<file path="config.mk">
export PLATFORM = sky130hd
export DESIGN_NAME = cfg_chain_loader
export DESIGN_NICKNAME = d
export VERILOG_FILES = /design/src/rtl/fabric_cfg_pkg.sv /design/src/rtl/cfg_piso.sv /design/src/rtl/cfg_chain_loader.sv
export SDC_FILE = /design/constraint.sdc
export NUM_CORES = 1
export LEC_CHECK = 0
export ABC_AREA = 1
export BUFFER_PORTS_ARGS = -buffer_cell sky130_fd_sc_hd__buf_2
export CAP_MARGIN = 20
export CORE_MARGIN = 2
export CORE_UTILIZATION = 59
export CTS_BUF_LIST = sky130_fd_sc_hd__clkbuf_4
export DETAILED_ROUTE_END_ITERATION = 10
export PLACE_DENSITY_LB_ADDON = 0.1
export SLEW_MARGIN = 15
export SYNTH_ARGS = -nofsm -noshare
export SYNTH_HDL_FRONTEND = slang
export SYNTH_SLANG_ARGS = --single-unit
export TNS_END_PERCENT = 50
</file>
<file path="constraint.sdc">
create_clock -name clk -period 2.7 [get_ports clk]
set_input_delay 0.135 -clock clk [delete_from_list [all_inputs] [get_ports clk]]
set_output_delay 0.135 -clock clk [all_outputs]
set_load 0.02 [all_outputs]
</file>
<file path="src/rtl/fabric_cfg_pkg.sv">
// Shared definitions for the fabric configuration-chain loader: the loader
// state encoding, default geometry and a small helper for the tail word.
package fabric_cfg_pkg;

  localparam int DEF_WORD_W    = 32;
  localparam int DEF_CHAIN_LEN = 256;

  typedef enum logic [2:0] {
    ST_IDLE,
    ST_LOAD,
    ST_SHIFT,
    ST_SET,
    ST_DONE
  } cfg_ld_state_t;

  // Number of meaningful bits in the last word of a load; a chain that is an
  // exact multiple of the word width ends on a full word.
  function automatic int last_word_len(input int chain_len, input int word_w);
    int rem;
    rem = chain_len % word_w;
    return (rem == 0) ? word_w : rem;
  endfunction

endpackage

</file>
<file path="src/rtl/cfg_piso.sv">
// Loadable shift register used by the configuration loader. The MSB is the
// serial output toward the chain head; the LSB serial input collects the bits
// that fall out of the chain tail so the same register doubles as readback.
module cfg_piso
  import fabric_cfg_pkg::*;
#(
  parameter int WORD_W = DEF_WORD_W
) (
  input  logic              clk,
  input  logic              rst,
  input  logic              load,
  input  logic              shift,
  input  logic [WORD_W-1:0] par_in,
  input  logic              ser_in,
  output logic              ser_out,
  output logic [WORD_W-1:0] par_next
);

  logic [WORD_W-1:0] shreg_q;
  logic [WORD_W-1:0] shreg_d;

  // Load has priority over shift; shifting moves every bit one place toward
  // the MSB and pulls the serial input into the vacated LSB.
  always_comb begin
    shreg_d = shreg_q;
    if (load) begin
      shreg_d = par_in;
    end else if (shift) begin
      shreg_d = (shreg_q << 1) | WORD_W'(ser_in);
    end
  end

  // Shift register storage, cleared by reset.
  always_ff @(posedge clk) begin
    if (rst) begin
      shreg_q <= '0;
    end else begin
      shreg_q <= shreg_d;
    end
  end

  assign ser_out  = shreg_q[WORD_W-1];
  assign par_next = shreg_d;

endmodule

</file>
<file path="src/rtl/cfg_chain_loader.sv">
// Configuration-chain master. Takes configuration words over a valid/ready
// stream, serializes them MSB-first onto the fabric shift chain with cfg_cen,
// then strobes cfg_set once so every slice latches its new configuration.
// Optional readback of the old chain contents is built when CFG_READBACK_EN
// is defined; otherwise rd_valid/rd_data stay 0 and cfg_return is ignored.
module cfg_chain_loader
  import fabric_cfg_pkg::*;
#(
  parameter  int WORD_W    = DEF_WORD_W,
  parameter  int CHAIN_LEN = DEF_CHAIN_LEN,
  localparam int CNT_W     = $clog2(CHAIN_LEN + 1)
) (
  input  logic              clk,
  input  logic              rst,
  input  logic              start,
  input  logic              in_valid,
  output logic              in_ready,
  input  logic [WORD_W-1:0] in_data,
  output logic              cfg_cen,
  output logic              cfg_shift,
  output logic              cfg_set,
  input  logic              cfg_return,
  output logic              busy,
  output logic              done,
  output logic              rd_valid,
  output logic [WORD_W-1:0] rd_data
);

`ifdef CFG_READBACK_EN
  // Bits of padding below a partial final readback word.
  localparam int PAD = WORD_W - last_word_len(CHAIN_LEN, WORD_W);
`endif

  cfg_ld_state_t state_q, state_d;

  logic [CNT_W-1:0]  bits_left_q, bits_left_d;
  logic [CNT_W-1:0]  word_left_q, word_left_d;

  logic              piso_load;
  logic              piso_shift;
  logic              piso_ser_in;
  logic              piso_ser_out;
  logic [WORD_W-1:0] piso_next;

  logic              in_ready_q, in_ready_d;
  logic              cfg_cen_q, cfg_cen_d;
  logic              cfg_shift_q, cfg_shift_d;
  logic              cfg_set_q, cfg_set_d;
  logic              busy_q, busy_d;
  logic              done_q, done_d;
  logic              rd_valid_q, rd_valid_d;
  logic [WORD_W-1:0] rd_data_q, rd_data_d;

`ifdef CFG_READBACK_EN
  assign piso_ser_in = cfg_return;
  logic unused_sigs;
  assign unused_sigs = piso_ser_out;
`else
  assign piso_ser_in = 1'b0;
  logic unused_sigs;
  assign unused_sigs = ^{cfg_return, piso_ser_out, piso_next};
`endif

  cfg_piso #(
    .WORD_W (WORD_W)
  ) u_piso (
    .clk      (clk),
    .rst      (rst),
    .load     (piso_load),
    .shift    (piso_shift),
    .par_in   (in_data),
    .ser_in   (piso_ser_in),
    .ser_out  (piso_ser_out),
    .par_next (piso_next)
  );

  // State and counter registers; reset abandons any load in progress.
  always_ff @(posedge clk) begin
    if (rst) begin
      state_q     <= ST_IDLE;
      bits_left_q <= '0;
      word_left_q <= '0;
    end else begin
      state_q     <= state_d;
      bits_left_q <= bits_left_d;
      word_left_q <= word_left_d;
    end
  end

  // Sequencing: accept a word, shift its meaningful bits, repeat until the
  // whole chain is covered, then latch and report completion.
  always_comb begin
    state_d     = state_q;
    bits_left_d = bits_left_q;
    word_left_d = word_left_q;
    piso_load   = 1'b0;
    piso_shift  = 1'b0;
    unique case (state_q)
      ST_IDLE: begin
        if (start) begin
          state_d     = ST_LOAD;
          bits_left_d = CNT_W'(CHAIN_LEN);
        end
      end
      ST_LOAD: begin
        if (in_valid && in_ready_q) begin
          piso_load = 1'b1;
          state_d   = ST_SHIFT;
          if (int'(bits_left_q) >= WORD_W) begin
            word_left_d = CNT_W'(WORD_W);
          end else begin
            word_left_d = bits_left_q;
          end
        end
      end
      ST_SHIFT: begin
        piso_shift  = 1'b1;
        bits_left_d = bits_left_q - CNT_W'(1);
        word_left_d = word_left_q - CNT_W'(1);
        if (word_left_d == '0) begin
          state_d = (bits_left_d == '0) ? ST_SET : ST_LOAD;
        end
      end
      ST_SET: begin
        state_d = ST_DONE;
      end
      ST_DONE: begin
        state_d = ST_IDLE;
      end
      default: begin
        state_d = ST_IDLE;
      end
    endcase
  end

  // Next values of the registered outputs, decoded from the state being
  // entered so each output lines up with its state on the pins.
  always_comb begin
    in_ready_d  = (state_d == ST_LOAD);
    cfg_cen_d   = (state_d == ST_SHIFT);
    cfg_shift_d = (state_d == ST_SHIFT) && piso_next[WORD_W-1];
    cfg_set_d   = (state_d == ST_SET);
    busy_d      = (state_d != ST_IDLE);
    done_d      = (state_d == ST_DONE);
    rd_valid_d  = 1'b0;
    rd_data_d   = '0;
`ifdef CFG_READBACK_EN
    if ((state_q == ST_SHIFT) && (word_left_d == '0)) begin
      rd_valid_d = 1'b1;
      rd_data_d  = (bits_left_d == '0) ? (piso_next << PAD) : piso_next;
    end
`endif
  end

  // Output registers, all cleared by reset.
  always_ff @(posedge clk) begin
    if (rst) begin
      in_ready_q  <= 1'b0;
      cfg_cen_q   <= 1'b0;
      cfg_shift_q <= 1'b0;
      cfg_set_q   <= 1'b0;
      busy_q      <= 1'b0;
      done_q      <= 1'b0;
      rd_valid_q  <= 1'b0;
      rd_data_q   <= '0;
    end else begin
      in_ready_q  <= in_ready_d;
      cfg_cen_q   <= cfg_cen_d;
      cfg_shift_q <= cfg_shift_d;
      cfg_set_q   <= cfg_set_d;
      busy_q      <= busy_d;
      done_q      <= done_d;
      rd_valid_q  <= rd_valid_d;
      rd_data_q   <= rd_data_d;
    end
  end

  assign in_ready  = in_ready_q;
  assign cfg_cen   = cfg_cen_q;
  assign cfg_shift = cfg_shift_q;
  assign cfg_set   = cfg_set_q;
  assign busy      = busy_q;
  assign done      = done_q;
  assign rd_valid  = rd_valid_q;
  assign rd_data   = rd_data_q;

endmodule
</file>
# After elaboration in Yosys (flattened, before gate mapping)

Index checks and enable logic that the tools add are counted.

Reductions and logical operators: 11
Divide/modulo/power cells: 0
Add/sub/neg operators: 2
Order comparisons: 1
Muxes and demuxes: 15
Multipliers: 0
Bitwise gates (word level): 0
Shift-type cells: 0
Eq/ne operators: 9

Operator list:

| cell                                                                                 | number |
|---|---|
| 32-bit 2-to-1 mux                                                                    | 2 |
| 9-bit case mux with 2 select lines                                                   | 2 |
| 9-bit 2-to-1 mux                                                                     | 3 |
| 9-bit logical NOT                                                                    | 2 |
| 9-bit by 1-bit subtractor with 9-bit output (second input constant)                  | 2 |
| 3-bit by 2-bit == test with 1-bit output (second input constant)                     | 4 |
| 3-bit case mux with 4 select lines                                                   | 1 |
| 9-bit by 6-bit greater-or-equal comparator with 1-bit output (second input constant) | 1 |
| 3-bit 2-to-1 mux                                                                     | 3 |
| 3-bit by 1-bit == test with 1-bit output (second input constant)                     | 2 |
| 2-bit nonzero test                                                                   | 3 |
| 2-bit != test (second input constant)                                                | 2 |
| 2-bit AND reduction                                                                  | 2 |
| 3-bit == test (second input constant)                                                | 1 |
| 3-bit logical NOT                                                                    | 1 |
| 1-bit 2-to-1 mux                                                                     | 3 |
| 3-bit nonzero test                                                                   | 1 |
| 1-bit logical AND                                                                    | 2 |
| 2-bit 2-to-1 mux                                                                     | 1 |

Output and inout port bits: 39
Latch bits: 0
Memories: 0
Bits in writable memories: 0
Bits in read-only memories: 0
Input port bits: 37
Register bits after elaboration: 59

# Logic depth before layout (Yosys ltp)

Depth in word-level cells: 7
Depth in mapped cells: 13

# By module

Synthesis repeated with hierarchy kept, for this count alone.

Cells, all modules: 531
Area, all modules: 3514.6 µm²

By module, submodules not included:

| module           | instances | cells each | area an instance (µm²) |
|---|---|---|---|
| cfg_chain_loader | 1         | 257        | 1762.9 |
| cfg_piso         | 1         | 274        | 1751.7 |

# Worst setup path after synthesis

OpenSTA, ideal clock, no wires.

Kind: flip-flop to flip-flop
Start point: register word_left_q[0]
End point: register busy_q, in the netlist busy
Period minus slack after synthesis: 1.647 ns
Arrival time: 1.525 ns
Library setup time: 0.123 ns
Data required time: 2.577 ns
Cell stages (with the launch flop): 11
Path buffers: 0
Slack: 1.053 ns
Cells stage by stage: dfxtp_1 inv_1 ha_1 xnor2_1 nand3_1 nor2_1 nand2_1 nor2_2 nand3_2 nand3_1 nand3_1

Longest elaborated chain between the ends: 5

Ends and longest elaborated chain:

| item                                        | line                    | source |
|---|---|---|
| from (decl)                                 | cfg_chain_loader.sv:37  | `logic [CNT_W-1:0] word_left_q, word_left_d;` |
| from (signal assigned)                      | cfg_chain_loader.sv:86  | `word_left_q <= word_left_d;` |
| 9-bit by 1-bit subtractor with 9-bit output | cfg_chain_loader.sv:119 | `word_left_d = word_left_q - CNT_W'(1);` |
| 9-bit logical NOT                           | cfg_chain_loader.sv:120 | `if (word_left_d == '0) begin` |
| 3-bit 2-to-1 mux                            | cfg_chain_loader.sv:120 |  |
| 3-bit case mux with 4 select lines          | cfg_chain_loader.sv:98  | `unique case (state_q)` |
| 3-bit nonzero test                          | cfg_chain_loader.sv:143 | `busy_d = (state_d != ST_IDLE);` |
| to (signal assigned)                        | cfg_chain_loader.sv:171 | `busy_q <= busy_d;` |
| to (decl)                                   | cfg_chain_loader.sv:49  | `logic busy_q, busy_d;` |

No other way between the ends.
A chain may end at the register's enable or synchronous reset.

# Worst setup path after layout

Start point: register state_q[0]
End point: register u_piso.shreg_q[5]

Longest elaborated chain between the ends: 3

Ends and longest elaborated chain:

| item                                                                                                 | line                   | source |
|---|---|---|
| from (decl)                                                                                          | cfg_chain_loader.sv:34 | `cfg_ld_state_t state_q, state_d;` |
| from (signal assigned)                                                                               | cfg_chain_loader.sv:84 | `state_q <= state_d;` |
| 3-bit by 1-bit == test with 1-bit output or 3-bit by 2-bit == test with 1-bit output (tied branches) | cfg_chain_loader.sv:98 |  |
| 1-bit 2-to-1 mux                                                                                     | cfg_chain_loader.sv:98 |  |
| 32-bit 2-to-1 mux or 2-bit nonzero test (tied branches)                                              | n/a                    |  |
| to (signal assigned)                                                                                 | cfg_piso.sv:38         | `shreg_q <= shreg_d;` |
| to (decl)                                                                                            | cfg_piso.sv:19         | `logic [WORD_W-1:0] shreg_q;` |

Several ways; a longest one is shown, not always the timed one.

==> out/metrics.csv <==
stage,metric,value,unit
run_status,outcome,"finished, final reports clean",
setup_path,crit_top_cell,inv_1,
clock_tree,cts_post_setup_buffers_inserted,0,
floorplan,die_y,75.9,um
routing,vias,2814,
timing,fin_skew,0.0115,ns
setup_path,r2r_start,state_q[0],
grt,grt_max_degree,37,
finish,nets,520,
timing,finalSetupViolCount,0,
timing,tightest_slew,0.610,ns
finish,final_common_cell,nand2_1,
synthesis,synthDistinctLibCells,34,
pwr,vdd_drop_max,379,uV
routing,drt.antenna.violating_nets,0,
floorplan,num_io_pins,76,
grt,grt.overflow.total,0,
synthesis,postSynthAreaPerCell,7.36,um2
setup_path,cp_slowest_cell,inv_1,
finish,num_antenna_cells,0,
setup_path,reg2reg_setup_slack,0.76,ns
routing,wl_per_cell,12.1,um
timing,post-route-period-util,71.9,%
finish,drive_gt1_share,16.5,%
hold_path,worstHoldPathCells,3,
pwr,p_comb_share,14.9,%
run,maxCapViolations,0,
floorplan,coreArea,5040,um2
routing,drc,0,
floorplan,die_w,75.9,um
routing,drtPass1Iterations,4,
floorplan,rows,26,
grt,grt_pass1_wl,10800,um
clock_tree,cts_root_buf,clkbuf_4,
finish,final_cell_mix,"94 x nand2_1, 59 x dfxtp_1, 43 x a21oi_1, 41 x buf_2, 38 x inv_1",
place,gp_congestion,0.829,
clock_tree,clock_latency,0.41,ns
clock_tree,path_clk_slew,0.11,ns
pwr,internal-power,1370,uW
pwr,p_seq_share,47.5,%
routing,drt_iter0_drc,178,
routing,viasPerCell,5.08,
setup_path,crit_required,3.03,ns
pwr,p_leak,0.00156,uW
setup_path,reg2reg_to,u_piso.shreg_q[5],
floorplan,die_area,5750,um2
timing,rsz0062_at_grt,false,
setup_path,worstPathArrival,2.27,ns
floorplan,start_util,60.4,%
clock_tree,htree_levels,3,
clock_tree,cts_tree,done,
grt,antenna_found_initial,0,
clock_tree,clock_sinks,59,
timing,tns,0,ns
pwr,p_sw,550,uW
setup_path,crit_type,reg -> reg,
setup_path,crit_chain,inv_1 -> nand3_2 -> inv_1 -> buf_4 -> a22oi_1 -> a21oi_1,
synthesis,synth-seq-area-share,38.8,%
setup_path,reg2reg_depth,6,
grt,grt_pass1_vias,2573,
pwr,p_per_area,536,nW/um2
finish,syn2layout_area_growth,17.5,%
setup_path,endpoint_kind,flop,
timing,hold_viol_final,0,
synthesis,postSynthCellCount,414,
synthesis,ys_warn_count,0,
routing,wl,6690,um
synthesis,synth-seq-cells,59,
hold_path,min_to,u_piso.shreg_q[4],
finish,final_util,71.0,%
setup_path,cp_max_fo,18,
setup_path,crit_start,state_q[0],
grt,grt_util_all_layers,24.9,%
place,port_buffers,41,
hold_path,worstHoldStart,in_data[4],
setup_path,worst_path_largest_cell_delay,0.54,ns
finish,fillerInstances,442,
timing,drv_slew,0,
clock_tree,clk_path_buf_depth,2,
pwr,p_clk_share,37.6,%
timing,whs,0.0202,ns
timing,slew_headroom,59.3,%
timing,max_freq,515,MHz
setup_path,startpoint_type,flop,
hold_path,hp-class,in -> reg,
timing,fin_crit,1.94,ns
place,place_hpwl,4290,um
synthesis,synth.cell_area,3050,um2
clock_tree,numCtsBuffers,9,
pwr,switching_share,28.7,%
[Yosys cell counts]
cell	number	share of area, %
inv_1	38	4.7
buf_2	4	0.66
o221ai_1	1	0.29
nand3_1	18	3.0
o22ai_1	2	0.41
nor2_1	31	3.8
nor2_4	1	0.37
nor2_8	1	0.66
ha_1	4	1.6
xnor2_1	1	0.29
nand3_2	3	0.99
o21ai_0	5	0.82
a31oi_1	2	0.41
a2111oi_2	1	0.49
conb_1	1	0.12
o211ai_1	3	0.74
nand2_2	3	0.62
buf_1	2	0.25
nand2_4	1	0.37
or2_2	2	0.41
inv_2	2	0.25
nand2_1	94	12
a22oi_1	30	7.4
o21ai_1	2	0.33
a21oi_1	43	7.1
a21oi_2	1	0.29
clkbuf_1	5	0.62
mux2i_1	1	0.33
nor3_1	2	0.33
dfxtp_1	59	39
nand3b_1	1	0.25
nor2_2	5	1.0
nand4_1	7	1.4
buf_4	38	9.4
[worst max-delay path by stage]
stage                             end  slack (ns)  cells after the start
floorplan                        busy        1.05                     10
global placement                 busy        0.82                     10
detailed placement  u_piso.shreg_q[5]        0.80                      6
CTS                 u_piso.shreg_q[5]        0.76                      6
global route                  cfg_cen        0.51                     12
finish              u_piso.shreg_q[5]        0.76                      6
[logic make-up after synthesis]
family | count (synthesis) | synth area share [%]
buffers and inverters | 89 | 15.8
AOI/OAI and AO/OA | 90 | 18.2
and+or+nand+nor | 169 | 24.8
other | 1 | 0.123
adders and majority gates | 4 | 1.64
xor gates and xnor gates | 1 | 0.288
muxes | 1 | 0.329
DFF | 59 | 38.8
[routing by layer]
| metal | GRT usage, % | part of all wire, % | vias up |
|---|---|---|---|
| met1 | 29.4 | 44 | 1286 |
| li1 | - | - | 1436 |
| met5 | 0 | 0 | - |
| met4 | 12.5 | 1.7 | 0 |
| met3 | 6.61 | 4.7 | 9 |
| met2 | 41.7 | 49 | 83 |
[repair_timing]
action                                 in CTS  in global routing
resized for setup                           0                  0
hold buffers                               26                  0
endpoints found under the hold margin      26                  0
[sequential cells by signal, summed over array words and instances (netlist names)]
name / count
u_piso.shreg_q: 32
bits_left_q: 9
word_left_q: 9
state_q: 3
busy: 1
cfg_cen: 1
cfg_set: 1
cfg_shift: 1
done: 1
in_ready: 1
[power groups by stage]
stage / Sequential, uW / Combinational, uW / Clock [uW]
2_1_floorplan: 931 / 228 / 0
4_1_cts: 910 / 283 / 735
3_5_place_dp: 930 / 253 / 0
6_report: 910 / 285 / 721
5_1_grt: 914 / 323 / 781
3_3_place_gp: 929 / 251 / 0
[metrics by stage]
step           setup WS (ns)  cell area [um2]  instances  power, uW
2_1_floorplan           1.05             3170        446       1160
3_3_place_gp           0.825             3160        512       1180
3_5_place_dp           0.800             3160        512       1180
4_1_cts                0.762             3580        554       1930
5_1_grt                0.513             3580        554       2020
6_report               0.760             3580        554       1920
[area by class of cell]
cell class | count | area (um2) | area share (%)
flip-flops and latches | 59 | 1180 | 33.0
well taps | 70 | 87.6 | 2.45
clock inverters | 7 | 92.6 | 2.59
repair buffers | 71 | 495 | 13.8
inverters | 40 | 150 | 4.20
clock buffers | 9 | 67.6 | 1.89
multi-input cells | 298 | 1500 | 42.0
[worst max-delay path, delay by kind of cell, from the launching register on]
kind	cells	cell delay (ns)
buf+inv	3	0.97
flops	1	0.35
compound gates	2	0.30
simple gates	1	0.22
(Power assumes the default switching activity.)
